<file path="src/rtl/noc_vc_flit_arbiter.sv">
// Packet-locked round-robin arbiter sharing one flit link between VCS virtual channels,
// with per-VC downstream credits. Optional lock-stall diagnostic: NOC_VC_ARB_LOCK_TIMEOUT_EN.

module noc_vc_credit_ctr #(
  parameter int CREDITS = 4,
  parameter int CW      = 3
) (
  input  logic i_clk,
  input  logic i_rst_n,
  input  logic i_take,
  input  logic i_ret,
  output logic o_avail
);
  logic [CW-1:0] cnt_q, cnt_d;

  always_comb begin
    cnt_d = cnt_q;
    if (i_take && !i_ret)
      cnt_d = cnt_q - CW'(1);
    else if (i_ret && !i_take && cnt_q != CW'(CREDITS))
      cnt_d = cnt_q + CW'(1);
  end

  always_ff @(posedge i_clk or negedge i_rst_n) begin
    if (!i_rst_n) cnt_q <= CW'(CREDITS);
    else          cnt_q <= cnt_d;
  end

  assign o_avail = (cnt_q != '0);
endmodule

module noc_vc_flit_arbiter #(
  parameter  int VCS             = 2,
  parameter  int FLIT_DATA_WIDTH = 64,
  parameter  int CREDITS         = 4,
  parameter  int LOCK_TIMEOUT    = 1024,
  localparam int FLIT_WIDTH      = FLIT_DATA_WIDTH + 3,
  localparam int VC_WIDTH        = (VCS > 1) ? $clog2(VCS) : 1,
  localparam int CW              = $clog2(CREDITS + 1)
) (
  input  logic                      i_clk,
  input  logic                      i_rst_n,
  input  logic [VCS-1:0]            i_flit_valid,
  output logic [VCS-1:0]            o_flit_ready,
  input  logic [VCS*FLIT_WIDTH-1:0] i_flit,
  output logic                      o_flit_valid,
  input  logic                      i_flit_ready,
  output logic [FLIT_WIDTH-1:0]     o_flit,
  output logic [VC_WIDTH-1:0]       o_vc,
  input  logic [VCS-1:0]            i_credit_return,
  output logic                      o_lock_timeout
);
  typedef struct packed {
    logic                       ftype;
    logic                       head;
    logic                       tail;
    logic [FLIT_DATA_WIDTH-1:0] data;
  } flit_t;

  typedef enum logic {ST_UNLOCKED, ST_LOCKED} state_e;

  if (VCS < 2 || LOCK_TIMEOUT < 1) begin : g_bad_param
    $error("noc_vc_flit_arbiter: VCS must be >= 2 and LOCK_TIMEOUT >= 1");
  end

  state_e                          state_q, state_d;
  logic [VC_WIDTH-1:0]             lvc_q, lvc_d;
  logic [VC_WIDTH-1:0]             rr_q, rr_d;
  logic [VCS-1:0]                  avail, elig, grant;
  logic [VCS-1:0][FLIT_WIDTH-1:0]  flits;
  logic [VC_WIDTH-1:0]             gvc;
  flit_t                           sel;
  logic                            xfer;

  assign flits = i_flit;
  assign elig  = i_flit_valid & avail;

  for (genvar v = 0; v < VCS; v++) begin : g_vc
    noc_vc_credit_ctr #(.CREDITS(CREDITS), .CW(CW)) u_cred (
      .i_clk   (i_clk),
      .i_rst_n (i_rst_n),
      .i_take  (xfer & grant[v]),
      .i_ret   (i_credit_return[v]),
      .o_avail (avail[v])
    );
  end

  // Locked: only the owning VC may go, even if that idles the link.
  always_comb begin
    logic [VC_WIDTH:0] idx;
    logic              found;
    grant = '0;
    found = 1'b0;
    idx   = '0;
    if (state_q == ST_LOCKED) begin
      grant[lvc_q] = elig[lvc_q];
    end else begin
      for (int k = 0; k < VCS; k++) begin
        idx = {1'b0, rr_q} + (VC_WIDTH+1)'(k);
        if (idx >= (VC_WIDTH+1)'(VCS)) idx = idx - (VC_WIDTH+1)'(VCS);
        if (!found && elig[idx[VC_WIDTH-1:0]]) begin
          grant[idx[VC_WIDTH-1:0]] = 1'b1;
          found = 1'b1;
        end
      end
    end
    if (!i_rst_n) grant = '0;
  end

  always_comb begin
    gvc = '0;
    for (int v = 0; v < VCS; v++)
      if (grant[v]) gvc = VC_WIDTH'(v);
  end

  assign sel          = flit_t'(flits[gvc]);
  assign o_flit       = sel;
  assign o_vc         = gvc;
  assign o_flit_valid = |grant;
  assign o_flit_ready = grant & {VCS{i_flit_ready}};
  assign xfer         = o_flit_valid & i_flit_ready;

  always_comb begin
    logic [VC_WIDTH:0] nxt;
    state_d = state_q;
    lvc_d   = lvc_q;
    rr_d    = rr_q;
    nxt     = {1'b0, gvc} + (VC_WIDTH+1)'(1);
    if (nxt == (VC_WIDTH+1)'(VCS)) nxt = '0;
    if (xfer) begin
      if (state_q == ST_UNLOCKED && sel.head && !sel.tail) begin
        state_d = ST_LOCKED;
        lvc_d   = gvc;
      end else if (state_q == ST_LOCKED && sel.tail) begin
        state_d = ST_UNLOCKED;
      end
      if (sel.tail) rr_d = nxt[VC_WIDTH-1:0];
    end
  end

  always_ff @(posedge i_clk or negedge i_rst_n) begin
    if (!i_rst_n) begin
      state_q <= ST_UNLOCKED;
      lvc_q   <= '0;
      rr_q    <= '0;
    end else begin
      state_q <= state_d;
      lvc_q   <= lvc_d;
      rr_q    <= rr_d;
    end
  end

`ifdef NOC_VC_ARB_LOCK_TIMEOUT_EN
  localparam int TW = $clog2(LOCK_TIMEOUT + 1);
  logic [TW-1:0] to_cnt_q, to_cnt_d;
  logic          to_flag_q, to_flag_d;

  // Counts consecutive idle locked cycles; saturates so the flag can't be missed.
  always_comb begin
    to_cnt_d = '0;
    if (state_q == ST_LOCKED && !xfer)
      to_cnt_d = (to_cnt_q == TW'(LOCK_TIMEOUT)) ? to_cnt_q : to_cnt_q + TW'(1);
    to_flag_d = to_flag_q | (to_cnt_d == TW'(LOCK_TIMEOUT));
  end

  always_ff @(posedge i_clk or negedge i_rst_n) begin
    if (!i_rst_n) begin
      to_cnt_q  <= '0;
      to_flag_q <= 1'b0;
    end else begin
      to_cnt_q  <= to_cnt_d;
      to_flag_q <= to_flag_d;
    end
  end

  assign o_lock_timeout = to_flag_q;
`else
  assign o_lock_timeout = 1'b0;
`endif
endmodule
</file>
<file path="config.mk">
export PLATFORM = sky130hd
export DESIGN_NAME = noc_vc_flit_arbiter
export DESIGN_NICKNAME = d
export VERILOG_FILES = /design/src/rtl/noc_vc_flit_arbiter.sv
export SDC_FILE = /design/constraint.sdc
export NUM_CORES = 1
export LEC_CHECK = 0
export BUFFER_PORTS_ARGS = -buffer_cell sky130_fd_sc_hd__buf_4
export CAP_MARGIN = 40
export CORE_AREA = 2 2 82 84
export CTS_CLUSTER_SIZE = 28
export DETAILED_ROUTE_END_ITERATION = 16
export DIE_AREA = 0 0 84 86
export GPL_ROUTABILITY_DRIVEN = 0
export PLACE_DENSITY = 0.68
export SLEW_MARGIN = 20
export SYNTH_ARGS = -nofsm -noshare
export SYNTH_HDL_FRONTEND = slang
export SYNTH_SLANG_ARGS = --single-unit
</file>
<file path="constraint.sdc">
create_clock -name i_clk -period 3.7 [get_ports i_clk]
set_clock_uncertainty 0.2 [all_clocks]
set_input_delay 0.185 -clock i_clk [delete_from_list [all_inputs] [get_ports i_clk]]
set_output_delay 0.185 -clock i_clk [all_outputs]
set_load 0.01 [all_outputs]
</file>
**Word-level counts from Yosys, hierarchy flattened**

Index checks and enable logic that the tools add are counted.

- Add/subtract/negate cells: 8
- Order comparisons: 9
- Equality and inequality tests: 3
- Mux-type cells: 33
- Bitwise gates (word level): 8
- Reduce and logical (&&, ||, !) cells: 28

Operators by type and width:

| cell | count |
|---|---|
| $mux 67 | 2 |
| $mux 1 | 19 |
| $logic_and 1x1->1 | 13 |
| $mux 3 | 4 |
| $mux 2 | 5 |
| $lt 1x2->1 const B | 4 |
| $add 3x1->3 const B | 2 |
| $and 2x2->2 | 3 |
| $logic_not 1->1 | 6 |
| $ne 3x3->1 const B | 2 |
| $reduce_and 2->1 | 3 |
| $reduce_bool 2->1 | 3 |
| $reduce_bool 3->1 | 2 |
| $sub 3x1->3 const B | 2 |
| $add 1x1->2 const B | 2 |
| $and 1x1->1 | 3 |
| $demux 1 s1 | 3 |
| $ge 1x1->1 const B | 3 |
| $eq 2x2->1 const B | 1 |
| $ge 1x2->1 const B | 1 |
| $ge 2x2->1 const B | 1 |
| $or 2x2->2 | 1 |
| $reduce_or 2->1 | 1 |
| $sub 1x1->1 const B | 2 |
| $not 1->1 | 1 |

- Flip-flop bits (word level): 9
- Input bits: 141
- Output and inout port bits: 72
- Word-level logic and storage cells: 94

**Logic depth before layout (Yosys ltp)**

Gate-level depths: netlist (run 1).

- Depth in word-level cells: 21
- Depth in mapped cells: 10
- Depth with buffers taken out: 9

**Hierarchy**

A second synthesis (run 1) with hierarchy kept.

- Cells, all modules: 171
- Area total of the unflattened synthesis: 1,726.7 um2

Modules (own cells, without submodules):

| module | times used | cells an instance | area an instance (um2) | seq. area each (um2) |
|---|---|---|---|---|
| noc_vc_flit_arbiter | 1 | 109 | 1,171.1 | 75.1 |
| noc_vc_credit_ctr | 2 | 31 | 277.8 | 76.3 |

**Worst setup path after synthesis (run 1)**

No wires, ideal clock.

- Path kind: register to register
- From: register g_vc[0].u_cred.cnt_q[0]
- To: register g_vc[1].u_cred.cnt_q[1]
- Setup time: 126 ps
- Arrival: 2,511 ps
- Data required time: 3,374 ps
- Path slack: 863 ps
- Cell stages (with the launch flop): 10
- Path buffers: 1
- Period minus slack after synthesis: 2,837 ps
- Path through: dfrtp_1 > o31ai_2 > o2111ai_2 > buf_2 > or3_1 > fa_1 > a21oi_1 > a21oi_1 > a21oi_1 > a221o_1

- Word-level cells in the longest chain between the ends: 18
- Elaborated cells on any way between the ends: 28
- Classes of those cells: mux: 14; bitwise: 5; reduce/logical: 9

RTL lines:

| element | line | RTL |
|---|---|---|
| start: declaration | 14 | `logic [CW-1:0] cnt_q, cnt_d;` |
| start signal: assignment | 25 | `if (!i_rst_n) cnt_q <= CW'(CREDITS);` |
| start signal: assignment | 26 | `else cnt_q <= cnt_d;` |
| $reduce_bool 3->1 * | 29 | `assign o_avail = (cnt_q != '0);` |
| $and 2x2->2 * | 76 | `assign elig = i_flit_valid & avail;` |
| $mux 1 (implied by the code) (2 in a row) | 101 | `if (!found && elig[idx[VC_WIDTH-1:0]]) begin` |
| $mux 1 | 101 |  |
| $mux 1 | 95 | `if (state_q == ST_LOCKED) begin` |
| $logic_not 1->1 | 101 |  |
| $logic_and 1x1->1 | 101 |  |
| $mux 2 | 101 |  |
| $mux 2 * | 95 |  |
| $mux 2 * | 107 | `if (!i_rst_n) grant = '0;` |
| $reduce_or 2->1 | 119 | `assign o_flit_valid = \|grant;` |
| $and 1x1->1 | 121 | `assign xfer = o_flit_valid & i_flit_ready;` |
| $and 1x1->1 * | 82 | `.i_take (xfer & grant[v]),` |
| $logic_not 1->1 | 20 | `else if (i_ret && !i_take && cnt_q != CW'(CREDITS))` |
| $logic_and 1x1->1 (2 in a row) | 20 |  |
| $reduce_bool 2->1 (no line) | n/a |  |
| end signal: assignment | 25 |  |
| end signal: assignment | 26 |  |
| end: declaration | 14 |  |

Every way passes the cells marked *; elsewhere a longest branch is shown, timed or not. The select of a mux whose other input is x is not followed.
A chain may end at the register's enable or synchronous reset.

**Worst setup path after layout (run 1)**

- From: register g_vc[0].u_cred.cnt_q[0]
- To: output o_flit[6]

- Word-level cells in the longest chain between the ends: 14
- Elaborated cells on any way between the ends: 22
- Classes of those cells: mux: 16; bitwise: 3; reduce/logical: 3

RTL lines:

| element | line | RTL |
|---|---|---|
| $reduce_bool 3->1 * | 29 |  |
| $and 2x2->2 * | 76 |  |
| $mux 1 (implied by the code) (2 in a row) | 101 |  |
| $mux 1 | 101 |  |
| $mux 1 | 95 |  |
| $logic_not 1->1 | 101 |  |
| $logic_and 1x1->1 | 101 |  |
| $mux 2 | 101 |  |
| $mux 2 * | 95 |  |
| $mux 2 * | 107 |  |
| $mux 1 * | 113 | `if (grant[v]) gvc = VC_WIDTH'(v);` |
| $mux 67 (implied by the code) * (2 in a row) | 116 | `assign sel = flit_t'(flits[gvc]);` |
| end: declaration | 48 | `output logic [FLIT_WIDTH-1:0] o_flit,` |

Marked as above.

==> impl.org, run 1 <==
** Status
- Run status :: completed

** Floorplanning
- Effective utilization at floorplan :: 0.251
- I/O pin count :: 213
- Die Area :: 7220 um^2
- The floorplan step set the die width to 84 um.
- Core region area :: 6280 um^2
- Y dimension of the die :: 86 um
- Standard-cell row count :: 29

** Power and ir drop
- The share of total power dissipated in sequential elements is 0.178.
- Of the total power, combinational logic draws 0.729.
- Max rail drop VDD :: 329 uV
- Share of total power consumed by net switching :: 0.456
- Cell internal power was estimated by the tool at 0.676 mW.
- Sw power :: 0.566 mW
- The completed layout was analyzed and its total power is 1.24 mW.
- Power density over cell area :: 377 nW/um^2
- P_leak :: 1.95 nW
- The share of total power dissipated in the clock network is 0.094.

** Routing
- Number of vias per cell after detailed routing :: 4.37
- After detailed routing, the average wire length per cell comes to 13.5 um.
- Summing over every cut layer, the via total after detailed routing is 2,545.
- The detailed router finished its first iteration with 75 violations.
- The detail route stage leaves a number of antenna-violating nets equal to 0.
- Wires add up to 7.87 mm.
- Remaining DRCs :: 0
- Number of detailed-route iterations in the first pass :: 4

** Place
- Count of buffers from port buffering :: 211
- After legalization and detailed placement, the total HPWL measured 6.55 mm.
- Post-placement worst setup slack :: 0.828 ns

** Clocking
- For the worst-skew pair, the clock arrives at the later sink with an insertion delay of 0.23 ns.
- CTS tree :: built
- Clock tree synthesis selected as its root buffer the cell clkbuf_8.
- Number of buffers between clock root and the deepest sink :: 2
- Counting the buffers created by CTS gives 3.
- Buffers added to address setup during post-CTS repair amount to 0.
- Clock tree synthesis found a total of 9 sinks.
- Htree depth :: 1
- Clock-pin slew was measured on the worst setup and hold paths at 0.05 ns.

** Global route
- Wire length of the first global-routing pass :: 12.0 mm
- Number of global-route vias before repair :: 2,375
- Summed over all layers, the global routing overflow is 0.
- Number of antenna violations at the first check in global routing :: 0
- Maximum number of pins on one net before global-route repair :: 42
- GRT Util Overall :: 0.203

** Critical path
- Reg2reg path depth :: 8
- Crit path DAT :: 2.59 ns
- Worst R2R Setup Slack :: 0.81 ns
- In this run the worst setup path terminates at o_flit[6].
- Crit path kind :: register to output port
- Type of origin of the critical path :: register
- In this run the worst path has a maximum fanout of 41.
- The worst setup path is captured at an output port.
- The worst register-to-register path ends at g_vc[0].u_cred.cnt_q[2]$_DFFE_PN1P_.
- STA puts the critical path data required time at 3.31 ns.
- The critical path starts at g_vc[0].u_cred.cnt_q[0]$_DFFE_PN0P_.
- Source of the worst register-to-register timing path :: g_vc[1].u_cred.cnt_q[1]$_DFFE_PN0P_

** STA
- Slew of the pin with the lowest slew margin :: 0.656 ns
- Unrepaired setup endpoints after global routing :: no
- Relative slew margins :: 0.562
- Max-slew violation count :: 0
- Fin Setup TNS :: 0 ns
- Across all setup checks in the final design, the least slack found is 0.724 ns.
- Fmax :: 336 MHz
- Total setup violations reported at the end of the flow :: 0
- Final worst-path cycle share :: 0.804
- The smallest clock period supported by the final layout is computed as 2.98 ns.
- The final hold violation count was 0.

** Final layout
- Fin nets :: 649
- Area growth syn-to-layout :: 109%
- Fraction of final layout cells with drive strength greater than 1 :: 0.453
- The number of antenna diodes in the final layout is 0.

** Synthesis
- Number of enable-type register cells in the synthesized netlist :: 0
- Mean Syn Cell Area :: 5.26 um^2
- Yosys printed 0 warnings.
- Of all cell types, the one taking the most synthesized area is nand2_1.
- Post-synth top flop :: dfrtp_1
- Total of flip-flops plus latches after synthesis :: 9
- Most used standard cells in the synthesized netlist :: nand2_1 (201), a21oi_1 (12), inv_1 (12)
- The synthesized netlist contains 43 unique library cells.
- Most instantiated library cell after synthesis :: nand2_1
- The share of the Yosys chip area taken by registers is 0.144.
- Of the post-synthesis cell area, the dominant cell type holds 0.479.
- For this run, asynchronously set or reset flops after synthesis account for 1.00.
- After synthesis the cells add up to 1580 um^2.
- Counting every instance in the synthesized netlist gives 300.
- Counting every net in the synthesized netlist gives 443.
- Ranked by total cell area, the synthesized netlist is headed by nand2_1 (48%), dfrtp_1 (11%), a21oi_1 (3.8%).

** Flow run
- Max-cap violations in this run came to 0.

** Min path
- Hold crit path type :: input pin to register
[cell usage in the layout (no fill, tap or decap), drive strengths merged, types with 2 or more instances in the layout]
cell and instances:
dfrtp 7, clkbuf 4, a31oi 3, fa 2
nor3 4, dfstp 2, inv 13, mux2i 3
nand2b 2, buf 214, dlygate4sd3 3, nor2 2
mux2 2, nand2 201, o31ai 2, a21oi 12
o31a 2, o21ai 5
[area by class of cell]
class	instances	area (um^2)
Fill cell	681	2980
Timing Repair Buffer	217	1640
Multi-Input combinational cell	262	1240
Sequential cell	9	228
Tap cell	77	96.3
Inverter	13	48.8
Clock buffer	4	45.0
[what timing repair did]
item	4_1_cts	5_1_grt
hold buffers	3	0
hold endpoints to repair	11	0
resized for setup	0	0
setup endpoints to repair	0	0
[flip-flops by register name (all words and copies together) (netlist names)]
register,count
g_vc.u_cred.cnt_q,6
lvc_q,1
rr_q,1
state_q,1
[worst min-delay path by stage]
| stage | to | cells after the start | slack, ns | startpoint |
|---|---|---|---|---|
| after CTS | lvc_q$_DFFE_PN0P_ | 3 | 0.06 | i_flit[65] |
| after detailed placement | lvc_q$_DFFE_PN0P_ | 1 | -0.17 | i_rst_n |
| after floorplan | g_vc[0].u_cred.cnt_q[0]$_DFFE_PN0P_ | 0 | -0.31 | i_rst_n |
| after global placement | lvc_q$_DFFE_PN0P_ | 1 | -0.17 | i_rst_n |
| final | lvc_q$_DFFE_PN0P_ | 3 | 0.07 | i_flit[132] |
| after global routing | lvc_q$_DFFE_PN0P_ | 3 | 0.08 | i_flit[65] |
[per-layer routing]
layer,up-vias,track usage,share of wire
met5,-,0,0
met4,0,0.0264,0.0046
met1,1079,0.235,0.37
met2,108,0.366,0.52
met3,5,0.0789,0.10
li1,1353,-,-
[worst max-delay path, stage by stage, from the launching register on]
cell	delay, ns
dfrtp_1	0.41
o31ai_2	0.47
o2111ai_4	0.17
inv_2	0.52
buf_4	0.45
nand2_1	0.09
nand2_1	0.09
buf_4	0.13
[metrics by stage]
step           hold slack [ns]  cells  instance area, um^2  utilization
2_1_floorplan           -0.311    300                 1580            -
3_3_place_gp            -0.168    575                 3220        0.513
3_5_place_dp            -0.166    575                 3220        0.513
4_1_cts                 0.0606    582                 3290        0.525
5_1_grt                 0.0765    582                 3290        0.525
6_report                0.0659    582                 3290        0.525
[cells by family (layout without fill, tap and decap cells)]
kind of cell | after synthesis | count (layout) | synth area share
other | 1 | 1 | 0.00238
AOI/OAI and AO/OA | 35 | 35 | 0.167
and+or+nand+nor | 217 | 217 | 0.540
DFF | 9 | 9 | 0.144
adders and majority gates | 2 | 2 | 0.0254
xor gates and xnor gates | 2 | 2 | 0.0111
buffers and inverters | 29 | 234 | 0.0762
muxes | 5 | 5 | 0.0333
[power groups by stage]
| stage | logic (mW) | clock network (mW) | registers (mW) |
|---|---|---|---|
| finish | 0.905 | 0.116 | 0.221 |
| global placement | 0.902 | 0 | 0.215 |
| detailed placement | 0.911 | 0 | 0.222 |
| floorplan | 0.494 | 0 | 0.205 |
| global route | 1.01 | 0.127 | 0.232 |
| CTS | 0.917 | 0.121 | 0.221 |
(Power assumes the default switching activity.)
==> run 2: changes to the inputs <==
ABC_AREA = 1   (was unset)
CORE_AREA = 2 2 83 85   (was 2 2 82 84)
DIE_AREA = 0 0 85 87   (was 0 0 84 86)
clock period = 2.54 ns   (was 3.7 ns; I/O delays follow)
==> run 2 against run 1 <==
  * Cell count rose by 1.5%
  * Sequential cell count did not move
  * Final area fell by 1.9%
  * Hold slack got worse by 0.0050 ns
  * Critical endpoint is now g_vc[0].u_cred.cnt_q[2]$_DFFE_PN1P_
  * Synthesized cell count rose by 1.7%
  * Sequential power rose by 34%
  * First-iteration DRC count fell by 43%
==> impl.org, run 2 <==
** Synthesis
- Multiplexer share of the synthesized area :: 0
- Most instantiated library cell after synthesis :: nand2_1
- Area share of fa/ha/maj cells after synthesis :: 0.0266
- Of the total synthesized cell area, the portion taken by XOR and XNOR cells is 0.0116.
- By area, the combinational part of the netlist is dominated by simple AND/OR/NAND/NOR gates.
- Counting every net in the synthesized netlist gives 448.
- For this run, the number of Yosys warnings is 0.
- The fraction of the mapped netlist area in compound gates is 0.0408.
- The mapped netlist covers 1500 um^2.
- Ranking of synthesized cells by area :: nand2_1 (54%), dfrtp_1 (12%), inv_1 (5.0%)
- Mean Syn Cell Area :: 4.93 um^2
- Simple-Gate Fraction of Synth Area :: 0.652
- Synthesis produced a netlist whose cell count is 305.
- Counting flops with a built-in enable in the synthesized netlist gives 0.
- For this run, the register share of the synthesized area comes to 0.151.
- Total of flip-flops plus latches after synthesis :: 9
- Post-synth top flop :: dfrtp_1
- Post-synthesis async set-or-reset flop share :: 1.00
- The synthesized design spends more area on one cell type than any other, namely nand2_1.
- Post-synth cell types :: 26
- Most used standard cells in the synthesized netlist :: nand2_1 (217), inv_1 (20), nand3_1 (10)
- Share of the synthesized area in the top cell type :: 0.542

** Final layout
- FF/Latch Area :: 228 um^2
- After filler insertion, the fill cell instance count of the layout stands at 677.
- The register with the most flip-flops in the layout has 6 of them.
- Total area of multi-input combinational cells :: 1110 um^2
- Fraction of final layout cells with drive strength greater than 1 :: 0.454
- Diode insertion count for antenna repair :: 0
- Area growth syn-to-layout :: 115%
- Top library cells by usage in the layout, fill and taps aside :: nand2_1 (217), buf_4 (212), inv_1 (20), nand3_1 (9)
- For this run, the post-layout net count is 655.
- Most common library cell in the layout ignoring fill and taps :: nand2_1
- Largest register by flop count :: g_vc.u_cred.cnt_q

** Power and ir drop
- P_leak :: 2.02 nW
- Power density over cell area :: 722 nW/um^2
- Across the VDD grid, the largest voltage drop is 565 uV.

** Clocking
- CTS root buffer :: clkbuf_8
- Worst-Skew Late Latency :: 0.23 ns
- TritonCTS created 3 clock buffers.
- Clock transition at the registers of the reported paths :: 0.04 ns
- Counting every sink on the clock net gives 9.
- Buffers added to address setup during post-CTS repair amount to 0.
- TritonCTS built the clock tree.
- CTS built an H-tree with a depth of 1.
- Number of buffers between clock root and the deepest sink :: 2

** STA
- The tightest hold path in the finished design has a slack of 0.0609 ns.
- Unrepaired setup endpoints after global routing :: no
- Post-layout min period :: 2.38 ns
- Final worst-path cycle share :: 0.937
- Fin Setup TNS :: 0 ns
- Max-slew violation count :: 0
- Total setup violations reported at the end of the flow :: 0
- The final hold violation count came to 0.
- For this run, the top clock speed supported by timing is 420 MHz.

** Routing
- In the routed design, unresolved DRC markers number 0.
- In the routed layout, each cell is associated on average with a via count of 4.29.
- Post-detailed-route count of antenna-violating nets :: 0
- Wires add up to 7.20 mm.
- Routed WL per cell :: 12.2 um
- Number of detailed-route iterations in the first pass :: 6
- DRT iter0 DRCs :: 43
- Total number of vias :: 2,537

** Place
- Count of buffers from port buffering :: 211
- Estimated wirelength of the detail-placed design :: 5.87 mm

** Min path
- Hold Path Origin :: i_credit_return[0]
- Hold crit path type :: input pin to register
- End point of the most critical hold path :: g_vc[0].u_cred.cnt_q[2]$_DFFE_PN1P_
- Cell count of the worst hold path :: 4

** Floorplanning
- Standard-cell row count :: 30
- Core region area :: 6570 um^2
- Die outline width :: 85 um
- Die Area :: 7400 um^2
- The initial utilization of the core area, before any placement, comes to 0.229.
- For this design the top-level I/O count stands at 213.
- Y dimension of the die :: 87 um

** Critical path
- For this run, the slowest stage of the critical path takes 0.54 ns.
- Cell mode on critical path :: nand2_1
- The startpoint identified for the worst register-to-register timing path is g_vc[0].u_cred.cnt_q[2]$_DFFE_PN1P_.
- Endpoint class of the critical path :: register
- The critical path goes through inv_1 -> nand3_1 -> nand2_1 -> nor2_1 -> nand3_2 -> or2_4 -> fa_1 -> inv_1 -> nand4_1 -> o21ai_0 -> nand2_1 -> nand2_1.
- Setup slack on the worst reg-to-reg path comes out at 0.16 ns.
- Critical Path Fanout Max :: 4
- The worst register-to-register path ends at g_vc[0].u_cred.cnt_q[2]$_DFFE_PN1P_.
- On the critical path, the stage with the largest delay is an instance of dfstp_2.
- Crit path DAT :: 2.36 ns
- The critical path is of the register to register type.
- Required time reported for the critical path endpoint :: 2.52 ns
- For the worst flop-to-flop path, the logic depth is 12.
- STA classifies the critical path startpoint as a register.

** Global route
- Entering global routing, the biggest net connects 64 pins.
- Number of global-route vias before repair :: 2,194
- The first global-routing pass estimated 10.3 mm of wire.
- The initial antenna violation count was 0.
- GRT Util Overall :: 0.167
- Sum of overflow across all layers after global routing :: 0

** Flow run
- Count of max-cap constraint violations :: 0

** Status
- Run status :: completed
run 2: changes by cell type in the layout (fill, tap and decap cells not counted), sizes merged, moves of 3 or more:
cell,before,now
nor3,4,0
mux2i,3,0
a31oi,3,0
nor2,2,9
nand2,201,220
a21oi,12,4
inv,13,22
nand3,0,12
run 2: routing by layer:
layer | track usage | part of all wire
met5 | 0 | 0
met4 | 0.0216 | 0.0065
met1 | 0.200 | 0.39
met3 | 0.0540 | 0.10
met2 | 0.301 | 0.50
run 2: kinds of logic (layout without fill, tap and decap cells):
group           count (synthesis)  count (layout)
simple gates                  245             245
fa+ha+maj                       2               2
xor+xnor                        2               2
compound gates                  9               9
buf+inv                        37             243
flops                           9               9
other cells                     1               1
run 2: how the worst max path moves through the flow:
stage	from	end	slack (ns)	cells after the start
floorplan	g_vc[0].u_cred.cnt_q[2]$_DFFE_PN1P_	g_vc[0].u_cred.cnt_q[2]$_DFFE_PN1P_	0.38	12
global placement	g_vc[1].u_cred.cnt_q[2]$_DFFE_PN1P_	g_vc[1].u_cred.cnt_q[2]$_DFFE_PN1P_	0.28	12
detailed placement	g_vc[0].u_cred.cnt_q[2]$_DFFE_PN1P_	g_vc[0].u_cred.cnt_q[2]$_DFFE_PN1P_	0.14	12
CTS	g_vc[0].u_cred.cnt_q[2]$_DFFE_PN1P_	g_vc[0].u_cred.cnt_q[2]$_DFFE_PN1P_	0.13	12
global route	g_vc[0].u_cred.cnt_q[2]$_DFFE_PN1P_	g_vc[0].u_cred.cnt_q[2]$_DFFE_PN1P_	0.02	12
finish	g_vc[0].u_cred.cnt_q[2]$_DFFE_PN1P_	g_vc[0].u_cred.cnt_q[2]$_DFFE_PN1P_	0.16	12
run 2: worst max-delay path: cells and delay by family, from the launching register on:
| kind | cells | cell delay [ns] |
|---|---|---|
| and+or+nand+nor | 8 | 0.96 |
| AOI/OAI and AO/OA | 1 | 0.11 |
| buffers and inverters | 2 | 0.15 |
| adders and majority gates | 1 | 0.36 |
| DFF | 1 | 0.54 |
run 2: repair_timing:
action	in CTS	in global routing
resized for setup	0	2
hold endpoints to repair	10	0
hold buffers	2	0
endpoints found under the setup margin	0	12
run 2: per-stage QoR:
step | cell area (um^2) | std cells | util | total power, mW | worst slack (ns)
after global placement | 3130 | 584 | 0.477 | 2.12 | 0.278
after floorplan | 1500 | 305 | - | 1.29 | 0.376
after CTS | 3200 | 590 | 0.487 | 2.32 | 0.126
after detailed placement | 3130 | 584 | 0.477 | 2.14 | 0.142
after global routing | 3230 | 591 | 0.492 | 2.57 | 0.0183
final | 3230 | 591 | 0.492 | 2.33 | 0.159
run 2: cell type report:
type / count / area share
repair buffers: 217 / 0.516
inverters: 22 / 0.0256
multi-input cells: 259 / 0.343
clock buffers: 4 / 0.0139
well taps: 80 / 0.0310
flip-flops and latches: 9 / 0.0705
run 2: where the power goes:
group | internal (mW) | switching [mW] | leakage (nW)
clock network | 0.109 | 0.0549 | 0.0228
registers | 0.229 | 0.0665 | 0.104
logic | 0.873 | 1.00 | 1.90
